## config.mk

```make
export PLATFORM = sky130hd
export DESIGN_NAME = lut_layer_pipe_flat
export DESIGN_NICKNAME = d
export VERILOG_FILES = /design/src/rtl/lut_layer_pkg.sv /design/src/rtl/lut_layer_pipe_if.sv /design/src/rtl/lut_neuron_ram.sv /design/src/rtl/lut_layer_pipe.sv /design/src/flat_wrapper.sv
export SDC_FILE = /design/constraint.sdc
export NUM_CORES = 1
export LEC_CHECK = 0
export ABC_AREA = 1
export BUFFER_PORTS_ARGS = -buffer_cell sky130_fd_sc_hd__buf_2
export CORE_MARGIN = 2
export CORE_UTILIZATION = 50
export CTS_CLUSTER_DIAMETER = 60
export DETAILED_ROUTE_END_ITERATION = 8
export MAX_ROUTING_LAYER = met4
export PLACE_DENSITY = 0.68
export SKIP_LAST_GASP = 1
export SLEW_MARGIN = 10
export SYNTH_ARGS = -nofsm -noshare
export SYNTH_HDL_FRONTEND = slang
export SYNTH_SLANG_ARGS = --single-unit
```

## constraint.sdc

```tcl
create_clock -name clk -period 2.6 [get_ports clk]
set_input_delay 0.52 -clock clk [delete_from_list [all_inputs] [get_ports clk]]
set_output_delay 0.52 -clock clk [all_outputs]
set_load 0.005 [all_outputs]
```

## src/rtl/lut_layer_pkg.sv

```systemverilog
// -----------------------------------------------------------------------------
// lut_layer_pkg
// Shared types and helpers for the LUT layer pipeline.
//   fsm_e       : table-controller state (CLEAR after reset, then RUN)
//   clog2_min1  : ceil(log2(n)) but never below 1, used for index widths
//   even_parity : parity bit that makes the total number of ones even
// Optional feature macro used by the users of this package:
//   LUT_LAYER_PARITY_EN
// -----------------------------------------------------------------------------
package lut_layer_pkg;

   typedef enum logic {
      CLEAR = 1'b0,
      RUN   = 1'b1
   } fsm_e;

   // A single neuron still needs a one-bit select, hence the floor of 1.
   function automatic int clog2_min1(input int n);
      return (n <= 2) ? 1 : $clog2(n);
   endfunction

   // Callers zero-extend their entry to 8 bits; zeros do not change parity.
   function automatic logic even_parity(input logic [7:0] d);
      return ^d;
   endfunction

endpackage

```

## src/rtl/lut_layer_pipe_if.sv

```systemverilog
// -----------------------------------------------------------------------------
// lut_layer_pipe_if
// Bundles the streaming input, streaming output and table-config signals of
// lut_layer_pipe.
//   s_valid/s_ready/s_data          : input samples, neuron k address at
//                                     s_data[k*IN_BITS +: IN_BITS]
//   m_valid/m_ready/m_data          : results, neuron k output at
//                                     m_data[k*OUT_BITS +: OUT_BITS]
//   cfg_we/cfg_ready/cfg_neuron/
//   cfg_addr/cfg_data               : table write port
// Modports: master = the environment around the layer, slave = the layer.
// -----------------------------------------------------------------------------
interface lut_layer_pipe_if #(
   parameter int N_NEURONS = 4,
   parameter int IN_BITS   = 4,
   parameter int OUT_BITS  = 2
);
   import lut_layer_pkg::*;

   localparam int NW = clog2_min1(N_NEURONS);

   logic                            s_valid;
   logic                            s_ready;
   logic [N_NEURONS*IN_BITS-1:0]    s_data;
   logic                            m_valid;
   logic                            m_ready;
   logic [N_NEURONS*OUT_BITS-1:0]   m_data;
   logic                            cfg_we;
   logic                            cfg_ready;
   logic [NW-1:0]                   cfg_neuron;
   logic [IN_BITS-1:0]              cfg_addr;
   logic [OUT_BITS-1:0]             cfg_data;

   modport master (
      output s_valid, s_data, m_ready, cfg_we, cfg_neuron, cfg_addr, cfg_data,
      input  s_ready, m_valid, m_data, cfg_ready
   );

   modport slave (
      input  s_valid, s_data, m_ready, cfg_we, cfg_neuron, cfg_addr, cfg_data,
      output s_ready, m_valid, m_data, cfg_ready
   );

endinterface

```

## src/rtl/lut_neuron_ram.sv

```systemverilog
// -----------------------------------------------------------------------------
// lut_neuron_ram
// Truth table of one neuron: DEPTH x W distributed RAM with one synchronous
// write port and one asynchronous read port.
//   clk    : write clock
//   we     : write strobe
//   waddr  : write entry
//   wdata  : write word
//   raddr  : read entry
//   rdata  : read word (combinational from raddr)
// The array has no reset; the owner clears it by writing every entry.
// -----------------------------------------------------------------------------
module lut_neuron_ram #(
   parameter int DEPTH = 16,
   parameter int AW    = 4,
   parameter int W     = 2
) (
   input  logic          clk,
   input  logic          we,
   input  logic [AW-1:0] waddr,
   input  logic [W-1:0]  wdata,
   input  logic [AW-1:0] raddr,
   output logic [W-1:0]  rdata
);

   logic [W-1:0] mem_q [DEPTH];

   // A read in the same cycle as a write to that entry sees the old word,
   // because the array only changes at the clock edge.
   always_ff @(posedge clk) begin
      if (we) begin
         mem_q[waddr] <= wdata;
      end
   end

   assign rdata = mem_q[raddr];

endmodule

```

## src/rtl/lut_layer_pipe.sv

```systemverilog
// -----------------------------------------------------------------------------
// lut_layer_pipe
// N_NEURONS LogicNets neurons evaluated in parallel, each a runtime-writable
// truth table mapping IN_BITS to OUT_BITS, in a two-stage valid/ready pipeline.
//   clk, rst_n : clock, asynchronous active-low reset
//   bus        : lut_layer_pipe_if.slave (stream in, stream out, config)
//   parity_err : sticky table parity error (only with LUT_LAYER_PARITY_EN)
// After reset the controller spends 2**IN_BITS cycles zeroing every table
// (CLEAR), then accepts samples and config writes (RUN) until the next reset.
// Optional feature macro: LUT_LAYER_PARITY_EN adds a parity bit per entry,
// checked on every read.
// -----------------------------------------------------------------------------
module lut_layer_pipe
   import lut_layer_pkg::*;
#(
   parameter int N_NEURONS = 4,
   parameter int IN_BITS   = 4,
   parameter int OUT_BITS  = 2
) (
   input  logic             clk,
   input  logic             rst_n,
   lut_layer_pipe_if.slave  bus
`ifdef LUT_LAYER_PARITY_EN
   ,
   output logic             parity_err
`endif
);

   localparam int DEPTH = 2 ** IN_BITS;
   localparam int NW    = clog2_min1(N_NEURONS);
`ifdef LUT_LAYER_PARITY_EN
   localparam int RW    = OUT_BITS + 1;
`else
   localparam int RW    = OUT_BITS;
`endif

   fsm_e                          state_q, state_d;
   logic [IN_BITS-1:0]            clr_cnt_q, clr_cnt_d;
   logic                          s1_valid_q, s1_valid_d;
   logic [N_NEURONS*IN_BITS-1:0]  s1_data_q, s1_data_d;
   logic                          m_valid_q, m_valid_d;
   logic [N_NEURONS*OUT_BITS-1:0] m_data_q, m_data_d;

   logic                          run;
   logic                          s2_adv;
   logic                          s1_adv;
   logic                          s_ready_int;
   logic                          cfg_hit;
   logic [IN_BITS-1:0]            wr_addr;
   logic [RW-1:0]                 wr_word;
   logic [N_NEURONS-1:0]          ram_we;
   logic [RW-1:0]                 rd_word [N_NEURONS];
   logic [N_NEURONS*OUT_BITS-1:0] lut_out;
`ifdef LUT_LAYER_PARITY_EN
   logic                          parity_err_q, parity_err_d;
   logic                          par_bad;
`endif

   assign run = (state_q == RUN);

   // Handshake rules: S2 moves when its result is taken or it is empty; S1
   // moves when S2 moves or S1 is empty. s_ready depends only on state and
   // downstream readiness, never on s_valid.
   assign s2_adv      = !m_valid_q || bus.m_ready;
   assign s1_adv      = s2_adv || !s1_valid_q;
   assign s_ready_int = run && s1_adv;

   // Controller next state: CLEAR walks the entry index once through the
   // whole table depth, one entry per cycle, then hands over to RUN.
   always_comb begin
      state_d   = state_q;
      clr_cnt_d = clr_cnt_q;
      if (state_q == CLEAR) begin
         clr_cnt_d = clr_cnt_q + 1'b1;
         if (clr_cnt_q == IN_BITS'(DEPTH - 1)) begin
            state_d = RUN;
         end
      end
   end

   // Shared write port. During CLEAR every table is written with zero at the
   // clear index; during RUN only the addressed neuron takes the config word,
   // and an out-of-range neuron select writes nothing.
   always_comb begin
      wr_addr = clr_cnt_q;
      wr_word = '0;
      cfg_hit = 1'b0;
      if (run) begin
         wr_addr = bus.cfg_addr;
`ifdef LUT_LAYER_PARITY_EN
         wr_word = {even_parity(8'(bus.cfg_data)), bus.cfg_data};
`else
         wr_word = bus.cfg_data;
`endif
         cfg_hit = bus.cfg_we && (32'(bus.cfg_neuron) < N_NEURONS);
      end
   end

   for (genvar k = 0; k < N_NEURONS; k++) begin : g_neuron
      assign ram_we[k] = !run || (cfg_hit && (32'(bus.cfg_neuron) == k));

      lut_neuron_ram #(
         .DEPTH (DEPTH),
         .AW    (IN_BITS),
         .W     (RW)
      ) u_ram (
         .clk   (clk),
         .we    (ram_we[k]),
         .waddr (wr_addr),
         .wdata (wr_word),
         .raddr (s1_data_q[k*IN_BITS +: IN_BITS]),
         .rdata (rd_word[k])
      );
   end

   // Gather the per-neuron table outputs into the result word, and flag any
   // entry whose stored parity disagrees with its data.
   always_comb begin
      lut_out = '0;
`ifdef LUT_LAYER_PARITY_EN
      par_bad = 1'b0;
`endif
      for (int k = 0; k < N_NEURONS; k++) begin
         lut_out[k*OUT_BITS +: OUT_BITS] = rd_word[k][OUT_BITS-1:0];
`ifdef LUT_LAYER_PARITY_EN
         if (even_parity(8'(rd_word[k][OUT_BITS-1:0])) != rd_word[k][OUT_BITS]) begin
            par_bad = 1'b1;
         end
`endif
      end
   end

   // Pipeline next state. S1 captures the sample addresses on a handshake;
   // S2 captures the table outputs read at the S1 addresses. A stalled S2
   // keeps m_valid and m_data exactly as they are.
   always_comb begin
      s1_valid_d = s1_valid_q;
      s1_data_d  = s1_data_q;
      m_valid_d  = m_valid_q;
      m_data_d   = m_data_q;
      if (s1_adv) begin
         s1_valid_d = bus.s_valid && s_ready_int;
         if (bus.s_valid && s_ready_int) begin
            s1_data_d = bus.s_data;
         end
      end
      if (s2_adv) begin
         m_valid_d = s1_valid_q;
         if (s1_valid_q) begin
            m_data_d = lut_out;
         end
      end
   end

`ifdef LUT_LAYER_PARITY_EN
   // The error flag rises with the result that carried the bad entry and
   // stays set until reset.
   always_comb begin
      parity_err_d = parity_err_q | (s2_adv && s1_valid_q && par_bad);
   end
`endif

   // All control and pipeline state. Reset drops in-flight samples and
   // restarts the clear sweep from entry 0.
   always_ff @(posedge clk or negedge rst_n) begin
      if (!rst_n) begin
         state_q      <= CLEAR;
         clr_cnt_q    <= '0;
         s1_valid_q   <= 1'b0;
         s1_data_q    <= '0;
         m_valid_q    <= 1'b0;
         m_data_q     <= '0;
`ifdef LUT_LAYER_PARITY_EN
         parity_err_q <= 1'b0;
`endif
      end else begin
         state_q      <= state_d;
         clr_cnt_q    <= clr_cnt_d;
         s1_valid_q   <= s1_valid_d;
         s1_data_q    <= s1_data_d;
         m_valid_q    <= m_valid_d;
         m_data_q     <= m_data_d;
`ifdef LUT_LAYER_PARITY_EN
         parity_err_q <= parity_err_d;
`endif
      end
   end

   assign bus.s_ready   = s_ready_int;
   assign bus.m_valid   = m_valid_q;
   assign bus.m_data    = m_data_q;
   assign bus.cfg_ready = run;
`ifdef LUT_LAYER_PARITY_EN
   assign parity_err    = parity_err_q;
`endif

endmodule

```

## src/flat_wrapper.sv

```systemverilog
// flat-port wrapper written by rule: the top's interface ports become plain ports
module lut_layer_pipe_flat import lut_layer_pkg::*;
#(
   parameter int N_NEURONS = 4,
   parameter int IN_BITS   = 4,
   parameter int OUT_BITS  = 2
)
  (clk, rst_n, bus_s_valid, bus_s_data, bus_m_ready, bus_cfg_we, bus_cfg_neuron, bus_cfg_addr, bus_cfg_data, bus_s_ready, bus_m_valid, bus_m_data, bus_cfg_ready);
  lut_layer_pipe_if #(.N_NEURONS(N_NEURONS), .IN_BITS(IN_BITS), .OUT_BITS(OUT_BITS)) bus_i ();
  input  logic clk;
  input  logic rst_n;
  input wire logic [$bits(bus_i.s_valid)-1:0] bus_s_valid;
  input wire logic [$bits(bus_i.s_data)-1:0] bus_s_data;
  input wire logic [$bits(bus_i.m_ready)-1:0] bus_m_ready;
  input wire logic [$bits(bus_i.cfg_we)-1:0] bus_cfg_we;
  input wire logic [$bits(bus_i.cfg_neuron)-1:0] bus_cfg_neuron;
  input wire logic [$bits(bus_i.cfg_addr)-1:0] bus_cfg_addr;
  input wire logic [$bits(bus_i.cfg_data)-1:0] bus_cfg_data;
  output wire logic [$bits(bus_i.s_ready)-1:0] bus_s_ready;
  output wire logic [$bits(bus_i.m_valid)-1:0] bus_m_valid;
  output wire logic [$bits(bus_i.m_data)-1:0] bus_m_data;
  output wire logic [$bits(bus_i.cfg_ready)-1:0] bus_cfg_ready;
  assign bus_i.s_valid = bus_s_valid;
  assign bus_i.s_data = bus_s_data;
  assign bus_i.m_ready = bus_m_ready;
  assign bus_i.cfg_we = bus_cfg_we;
  assign bus_i.cfg_neuron = bus_cfg_neuron;
  assign bus_i.cfg_addr = bus_cfg_addr;
  assign bus_i.cfg_data = bus_cfg_data;
  assign bus_s_ready = bus_i.s_ready;
  assign bus_m_valid = bus_i.m_valid;
  assign bus_m_data = bus_i.m_data;
  assign bus_cfg_ready = bus_i.cfg_ready;
  lut_layer_pipe #(.N_NEURONS(N_NEURONS), .IN_BITS(IN_BITS), .OUT_BITS(OUT_BITS)) u_core (.clk(clk), .rst_n(rst_n), .bus(bus_i));
endmodule
```

==> results of run 1 <==
==> worst max-delay path, delay by kind of cell (launching register included) <==
kind	cells	cell delay (ns)
buffers and inverters	2	0.33
and+or+nand+nor	5	1.04
DFF	1	0.51
==> logic make-up after synthesis <==
logic type,Yosys count,share of synthesized area (%)
AND/OR/NAND/NOR,414,25.0
AO/OA/AOI/OAI,23,2.20
flip-flops,159,68.4
buffers and inverters,57,3.89
adder cells (fa/ha/maj),1,0.185
XOR/XNOR,3,0.389
==> area by class of cell <==
class	count	area share [%]
sequential	159	60.2
multi-input combinational	441	24.4
clock buffer	24	6.15
timing repair buffer	50	3.62
tap	176	2.87
inverter	32	1.57
clock inverter	8	1.17
==> layout by cell type, fill, tap and decap left out, types with 10 or more instances in the layout <==
| master | n |
|---|---|
| sky130_fd_sc_hd__nand2_1 | 225 |
| sky130_fd_sc_hd__edfxtp_1 | 128 |
| sky130_fd_sc_hd__nand3_1 | 98 |
| sky130_fd_sc_hd__nor2_1 | 87 |
| sky130_fd_sc_hd__buf_2 | 39 |
| sky130_fd_sc_hd__dfrtp_1 | 31 |
| sky130_fd_sc_hd__inv_1 | 22 |
| sky130_fd_sc_hd__clkbuf_16 | 17 |
| sky130_fd_sc_hd__a21oi_1 | 16 |
| sky130_fd_sc_hd__buf_4 | 11 |
| sky130_fd_sc_hd__clkinv_1 | 10 |
==> cells in the mapped netlist <==
cell                         n  share of area [%]
sky130_fd_sc_hd__inv_1      22                1.2
sky130_fd_sc_hd__o21ai_1     1              0.074
sky130_fd_sc_hd__nand3_1    98                7.3
sky130_fd_sc_hd__ha_1        1               0.19
sky130_fd_sc_hd__xnor2_1     1               0.13
sky130_fd_sc_hd__nand2_1   225                 13
sky130_fd_sc_hd__o21ai_0     1              0.074
sky130_fd_sc_hd__or2_1       1              0.093
sky130_fd_sc_hd__buf_4       5               0.56
sky130_fd_sc_hd__a21oi_1    16                1.2
sky130_fd_sc_hd__xor2_1      2               0.26
sky130_fd_sc_hd__clkbuf_1    1              0.056
sky130_fd_sc_hd__a31oi_2     4               0.74
sky130_fd_sc_hd__o21ai_2     1               0.13
sky130_fd_sc_hd__clkinv_1    8               0.44
sky130_fd_sc_hd__dfrtp_1    31                 11
sky130_fd_sc_hd__nor2_1     87                4.8
sky130_fd_sc_hd__inv_2       2               0.11
sky130_fd_sc_hd__buf_6       1               0.17
sky130_fd_sc_hd__nor2_2      2               0.19
sky130_fd_sc_hd__buf_2      18                1.3
sky130_fd_sc_hd__nand4_1     1              0.093
sky130_fd_sc_hd__edfxtp_1  128                 57
==> power breakdown <==
part           switching (mW)  leakage (nW)  internal (mW)
Sequential             0.0909          1.52           2.85
Combinational           0.497          1.27          0.246
Clock                   0.928         0.273           1.45
Total                    1.52          3.06           4.55
==> state kept, by name, summed over array words and instances (netlist names) <==
register,cells
u_core.clr_cnt_q,4
u_core.g_neuron.u_ram.mem_q,128
u_core.bus.m_valid,1
u_core.s1_data_q,16
u_core.bus.cfg_ready,1
u_core.s1_valid_q,1
u_core.bus.m_data,8
==> per-layer routing <==
layer / vias to the layer above / part of all wire (%)
met5: - / 0
met4: 0 / 2.4
met3: 29 / 8.3
met2: 208 / 47
met1: 2282 / 43
li1: 2284 / -
==> final timing paths <==
check | start | to | slack, ns | depth (start not counted)
min in group clk | bus_s_data[0] | u_core.s1_data_q[0]$_DFFE_PN0P_ | 0.35 | 3
max in group asynchronous | rst_n | u_core.s1_data_q[14]$_DFFE_PN0P_ | 1.90 | 1
max | u_core.bus.cfg_ready$_DFF_PN0_ | u_core.g_neuron[2].u_ram.mem_q[5][1]$_DFFE_PP_ | 0.40 | 7
min reg2reg | u_core.bus.m_data[6]$_DFFE_PN0P_ | u_core.bus.m_data[6]$_DFFE_PN0P_ | 0.48 | 2
max reg2reg | u_core.bus.cfg_ready$_DFF_PN0_ | u_core.g_neuron[2].u_ram.mem_q[5][1]$_DFFE_PP_ | 0.40 | 7
min | rst_n | u_core.bus.m_data[5]$_DFFE_PN0P_ | 0.20 | 1
==> metrics.txt, run 1 <==
CP cell instances inv_2, nor2_1, nor2_1, inv_1, nor2_1, nand2_1, nor2_1; post-detailed-routing wire length 15.4 mm; detailed placement HPWL 9.74 mm; met1 track demand over resource in global routing 30.6%; drt wl/cell 17.2 um; Slew Limit Fails 0; post-route minimum period 2.20 ns; WP data required 2.71 ns; setup violation total in the final timing report 0; layout cells sized above 1 11.8%; worst-skew pair later-pin latency 0.42 ns; clk sinks 159; Die Y-Extent 120 um; Site Rows 42; Max stage delay on crit path 0.51 ns; fin cells 890; Cells after Synth 657; pin count of the biggest net entering global routing 65; remaining max-slew budget at the tightest pin 45.8%; core area 13200 um^2; synth-to-layout area growth 13.6%; count of buffers inserted at the top-level ports 39; outcome finished, final reports clean; worst slack at placement 0.474 ns; mean post-synth cell area 10.3 um^2; Critical Setup Path Class register to register; number of detailed-route iterations in the first pass 5; horizontal extent of the die 120 um; Inst Count DP 858; PD cells 790 nW/um^2; CTS tree yes; number of fill cells in the layout 1117; clock transition at the registers of the reported paths 0.06 ns; pin slew with the least headroom to its limit 0.814 ns; deepest level of the CTS H-tree 4; Unique masters post-synth 23; final hold slack 0.196 ns; post-synthesis cell area 6760 um^2; vias in the first global route 4696; initial standard-cell utilization of the core 51.0%; endpoints failing hold 0; die area 14500 um^2; grt total ovfl 0; Area after DPL 7110 um^2; area taken by multi-input logic gates 1870 um^2; overall global routing resource usage 23.3%; number of I/O pins 40; leakage 3.06 nW; flip-flop and latch count after synthesis 159; setup bufs post-CTS 0; category of the worst setup path capture point register; Sequential Area 4620 um^2; Min-Delay Path Class input pin to asynchronous set/reset pin; total negative setup slack 0 ns; Layout Cell Area excl Fill 7670 um^2; RSZ-0062 raised after global routing no; kind of start point of the critical path register; antenna violations before repair 0; number of warnings printed during yosys synthesis 0; data arrival time of the critical path 2.31 ns; clock buffers created by TritonCTS 17; cell repeated most along the worst path sky130_fd_sc_hd__nor2_1; Net Count, Synth 687; net total in the final layout 731; sequential element share of the synthesized area 68.4%; maximum clock rate 455 MHz; master cell of the clock root buffer sky130_fd_sc_hd__clkbuf_16; count of instances resized after the clock tree is built 0; Max clock buf depth 2; met2 usage in global routing 35.4%; Max IR drop VDD 0.556 mV; Max Cap Viol 0; slowest stage cell, crit path sky130_fd_sc_hd__dfrtp_1; initial DRC count 686; total chip power 6.06 mW; number of inserted diodes 0; global route hottest layer met2; crit share post-route 84.6%; Via density 5.40; Vias 4803; minimum setup slack in the final design 0.400 ns; antenna violation net count after detailed routing 0; core utilization of the finished layout 57.9%; GR Layer Usage met3 6.32%; Residual DRC 0; worst clock skew 0.0121 ns; wire length of the first global-routing pass 24.4 mm; quantity of hold-fixing buffers added after cts 0; final RePlAce weighted congestion 0.902; crit path max fanout 12
Note: power is estimated with default switching activity, not from simulation.
==> run 2, diff against run 1 <==
Settings changed: PLACE_DENSITY 0.68 to 0.7.
Clock period 2.6 ns to 1.8 ns, I/O delays scaled along.
==> run 2 against run 1 <==
Net effect:
- the run now ends with setup timing left
- utilization up 3.3 points
- power is 49% higher
- fmax rose by 21%
- critical path depth stayed put
- setup slack lost 0.41 ns
- die area unchanged
- via count increased by 2.9%
- highest routed layer unchanged
==> metrics.txt, run 2 (synthesized netlist as in run 1, its figures left out) <==
master cell of the clock root buffer sky130_fd_sc_hd__clkbuf_16; most flop-heavy register u_core.g_neuron.u_ram.mem_q; most frequent cells in the layout 215 x sky130_fd_sc_hd__nand2_1, 128 x sky130_fd_sc_hd__edfxtp_1, 97 x sky130_fd_sc_hd__nand3_1, 53 x sky130_fd_sc_hd__nor2_2, 39 x sky130_fd_sc_hd__buf_2; core area 13200 um^2 (unchanged); Residual DRC 0 (unchanged); drt wl/cell 16.9 um (-2.1%); number of fill cells in the layout 1076 (-3.7%); number of inserted diodes 0 (unchanged); Critical Setup Path Class register to register; worst-case reg-to-reg path depth 7 (unchanged); Min-Delay Path Class input pin to register; Inst Count DP 877 (+2.2%); data arrival time of the critical path 1.92 ns (-0.39 ns); outcome complete, but fails checks; deepest level of the CTS H-tree 4 (unchanged); worst-skew pair later-pin latency 0.42 ns (about the same); PD cells 1120 nW/um^2 (+41%); antenna violations before repair 0 (unchanged); post-route minimum period 1.81 ns (-0.387 ns); vias in the first global route 4839 (+3.0%); horizontal extent of the die 120 um (unchanged); Max IR drop VDD 0.733 mV (+32%); post-detailed-routing wire length 15.4 mm (about the same); worst min-delay path endpoint u_core.s1_data_q[11]$_DFFE_PN0P_; antenna violation net count after detailed routing 0 (unchanged); startpoint of the lowest-slack register-to-register path u_core.bus.cfg_ready$_DFF_PN0_; category of the worst setup path capture point register; Site Rows 42 (unchanged); kind of start point of the critical path register; clock transition at the registers of the reported paths 0.06 ns (about the same); worst-case register-to-register setup slack -0.01 ns (-0.41 ns); wire length of the first global-routing pass 24.2 mm (-0.59%); CTS tree yes; most common cell after layout, fill and taps aside sky130_fd_sc_hd__nand2_1; Slew Limit Fails 0 (unchanged); fin cells 910 (+2.2%); initial standard-cell utilization of the core 51.0% (unchanged); leakage 3.22 nW (+5.2%); grt total ovfl 0 (unchanged); pin slew with the least headroom to its limit 0.492 ns (-0.322 ns); area taken by multi-input logic gates 2080 um^2 (+11%); overall global routing resource usage 22.9% (-0.33 points); count of buffers inserted at the top-level ports 39 (unchanged); pin count of the biggest net entering global routing 65 (unchanged); number of stages on the worst hold path 3; detailed placement HPWL 10.0 mm (+3.1%); minimum setup slack in the final design -0.0130 ns (-0.413 ns); initial DRC count 477 (-30%); maximum clock rate 552 MHz (+21%); worst hold start bus_s_data[11]; violations in the final reports setup timing; WP data required 1.91 ns (-0.80 ns); number of detailed-route iterations in the first pass 5 (unchanged); number of I/O pins 40 (unchanged); worst clock skew 0.00747 ns (-0.00464 ns); setup bufs post-CTS 0 (unchanged); remaining max-slew budget at the tightest pin 67.0% (+21 points); Via density 5.43 (+0.67%); die area 14500 um^2 (unchanged); synth-to-layout area growth 20.1%; Sequential Area 4620 um^2 (about the same); Max Cap Viol 0 (unchanged); Die Y-Extent 120 um (unchanged); max FFs per register 128 (unchanged); crit share post-route 101% (+16 points); final RePlAce weighted congestion 0.904 (+0.23%); core utilization of the finished layout 61.3% (+3.3 points); capturing point of the worst reg2reg path u_core.g_neuron[3].u_ram.mem_q[10][1]$_DFFE_PP_; layout cells sized above 1 23.8% (+12 points); RSZ-0062 raised after global routing yes; Vias 4944 (+2.9%); clock buffers created by TritonCTS 17 (unchanged); Max clock buf depth 2 (unchanged); endpoints failing hold 0 (unchanged); clk sinks 159 (unchanged); crit path max fanout 7 (-5); setup violation total in the final timing report 4 (+4); net total in the final layout 751 (+2.7%)
run 2: worst max-delay path by stage:
stage,end,startpoint,slack (ns),cells after the start
2_1_floorplan,u_core.g_neuron[0].u_ram.mem_q[0][0]$_DFFE_PP_,u_core.bus.cfg_ready$_DFF_PN0_,0.20,3
3_3_place_gp,u_core.g_neuron[3].u_ram.mem_q[15][0]$_DFFE_PP_,u_core.bus.cfg_ready$_DFF_PN0_,0.03,7
3_5_place_dp,u_core.g_neuron[3].u_ram.mem_q[15][0]$_DFFE_PP_,u_core.bus.cfg_ready$_DFF_PN0_,-0.1,7
4_1_cts,u_core.g_neuron[3].u_ram.mem_q[0][0]$_DFFE_PP_,u_core.bus.cfg_ready$_DFF_PN0_,-0.02,7
5_1_grt,u_core.g_neuron[0].u_ram.mem_q[10][1]$_DFFE_PP_,u_core.bus.cfg_ready$_DFF_PN0_,-0.09,7
6_report,u_core.g_neuron[3].u_ram.mem_q[10][1]$_DFFE_PP_,u_core.bus.cfg_ready$_DFF_PN0_,-0.01,7
run 2: where the power goes:
| group | leakage (nW) | internal [mW] | switching (mW) | total (mW) |
|---|---|---|---|---|
| Combinational | 1.42 | 0.408 | 0.773 | 1.18 |
| Sequential | 1.52 | 4.11 | 0.0856 | 4.20 |
| Clock | 0.291 | 2.31 | 1.37 | 3.68 |
| Total | 3.22 | 6.83 | 2.23 | 9.06 |
run 2: per-layer routing:
layer	track usage, %	part of all wire, %
met4	8.07	2.2
met1	30.1	42
met3	5.09	7.4
met5	-	0
met2	35.8	48
run 2: worst max-delay path, stage by stage, from the launching register on:
cell and delay (ns):
sky130_fd_sc_hd__dfrtp_2 0.45, sky130_fd_sc_hd__inv_2 0.09, sky130_fd_sc_hd__or2_1 0.12, sky130_fd_sc_hd__o21ai_2 0.07, sky130_fd_sc_hd__buf_4 0.14, sky130_fd_sc_hd__nor2_2 0.20, sky130_fd_sc_hd__nand2_1 0.21, sky130_fd_sc_hd__nor2_2 0.23
run 2: area by class of cell:
cell class                 count  area share [%]
sequential                   159            57.0
clock inverter                12            2.07
timing repair buffer          70            5.77
clock buffer                  20            5.38
inverter                      32            1.48
multi-input combinational    441            25.6
tap                          176            2.71
run 2: metrics by stage:
stage / setup TNS (ns) / setup WS, ns / hold slack (ns) / power, mW / area, um^2
after detailed placement: -2.56 / -0.0986 / 0.425 / 5.41 / 7290
after floorplan: 0 / 0.195 / 0.0644 / 5.00 / 6760
final: -0.0345 / -0.0130 / 0.188 / 9.06 / 8110
after global routing: -3.56 / -0.0899 / 0.184 / 9.43 / 8110
after CTS: -0.374 / -0.0224 / 0.178 / 9.05 / 7940
after global placement: 0 / 0.0303 / 0.419 / 5.37 / 7290
run 2: repair_timing:
item / in CTS / in global routing
pin swaps: 0 / 1
setup endpoints to repair: 64 / 129
hold endpoints to repair: 31 / 0
hold buffers: 1 / 0
resized for setup: 14 / 62
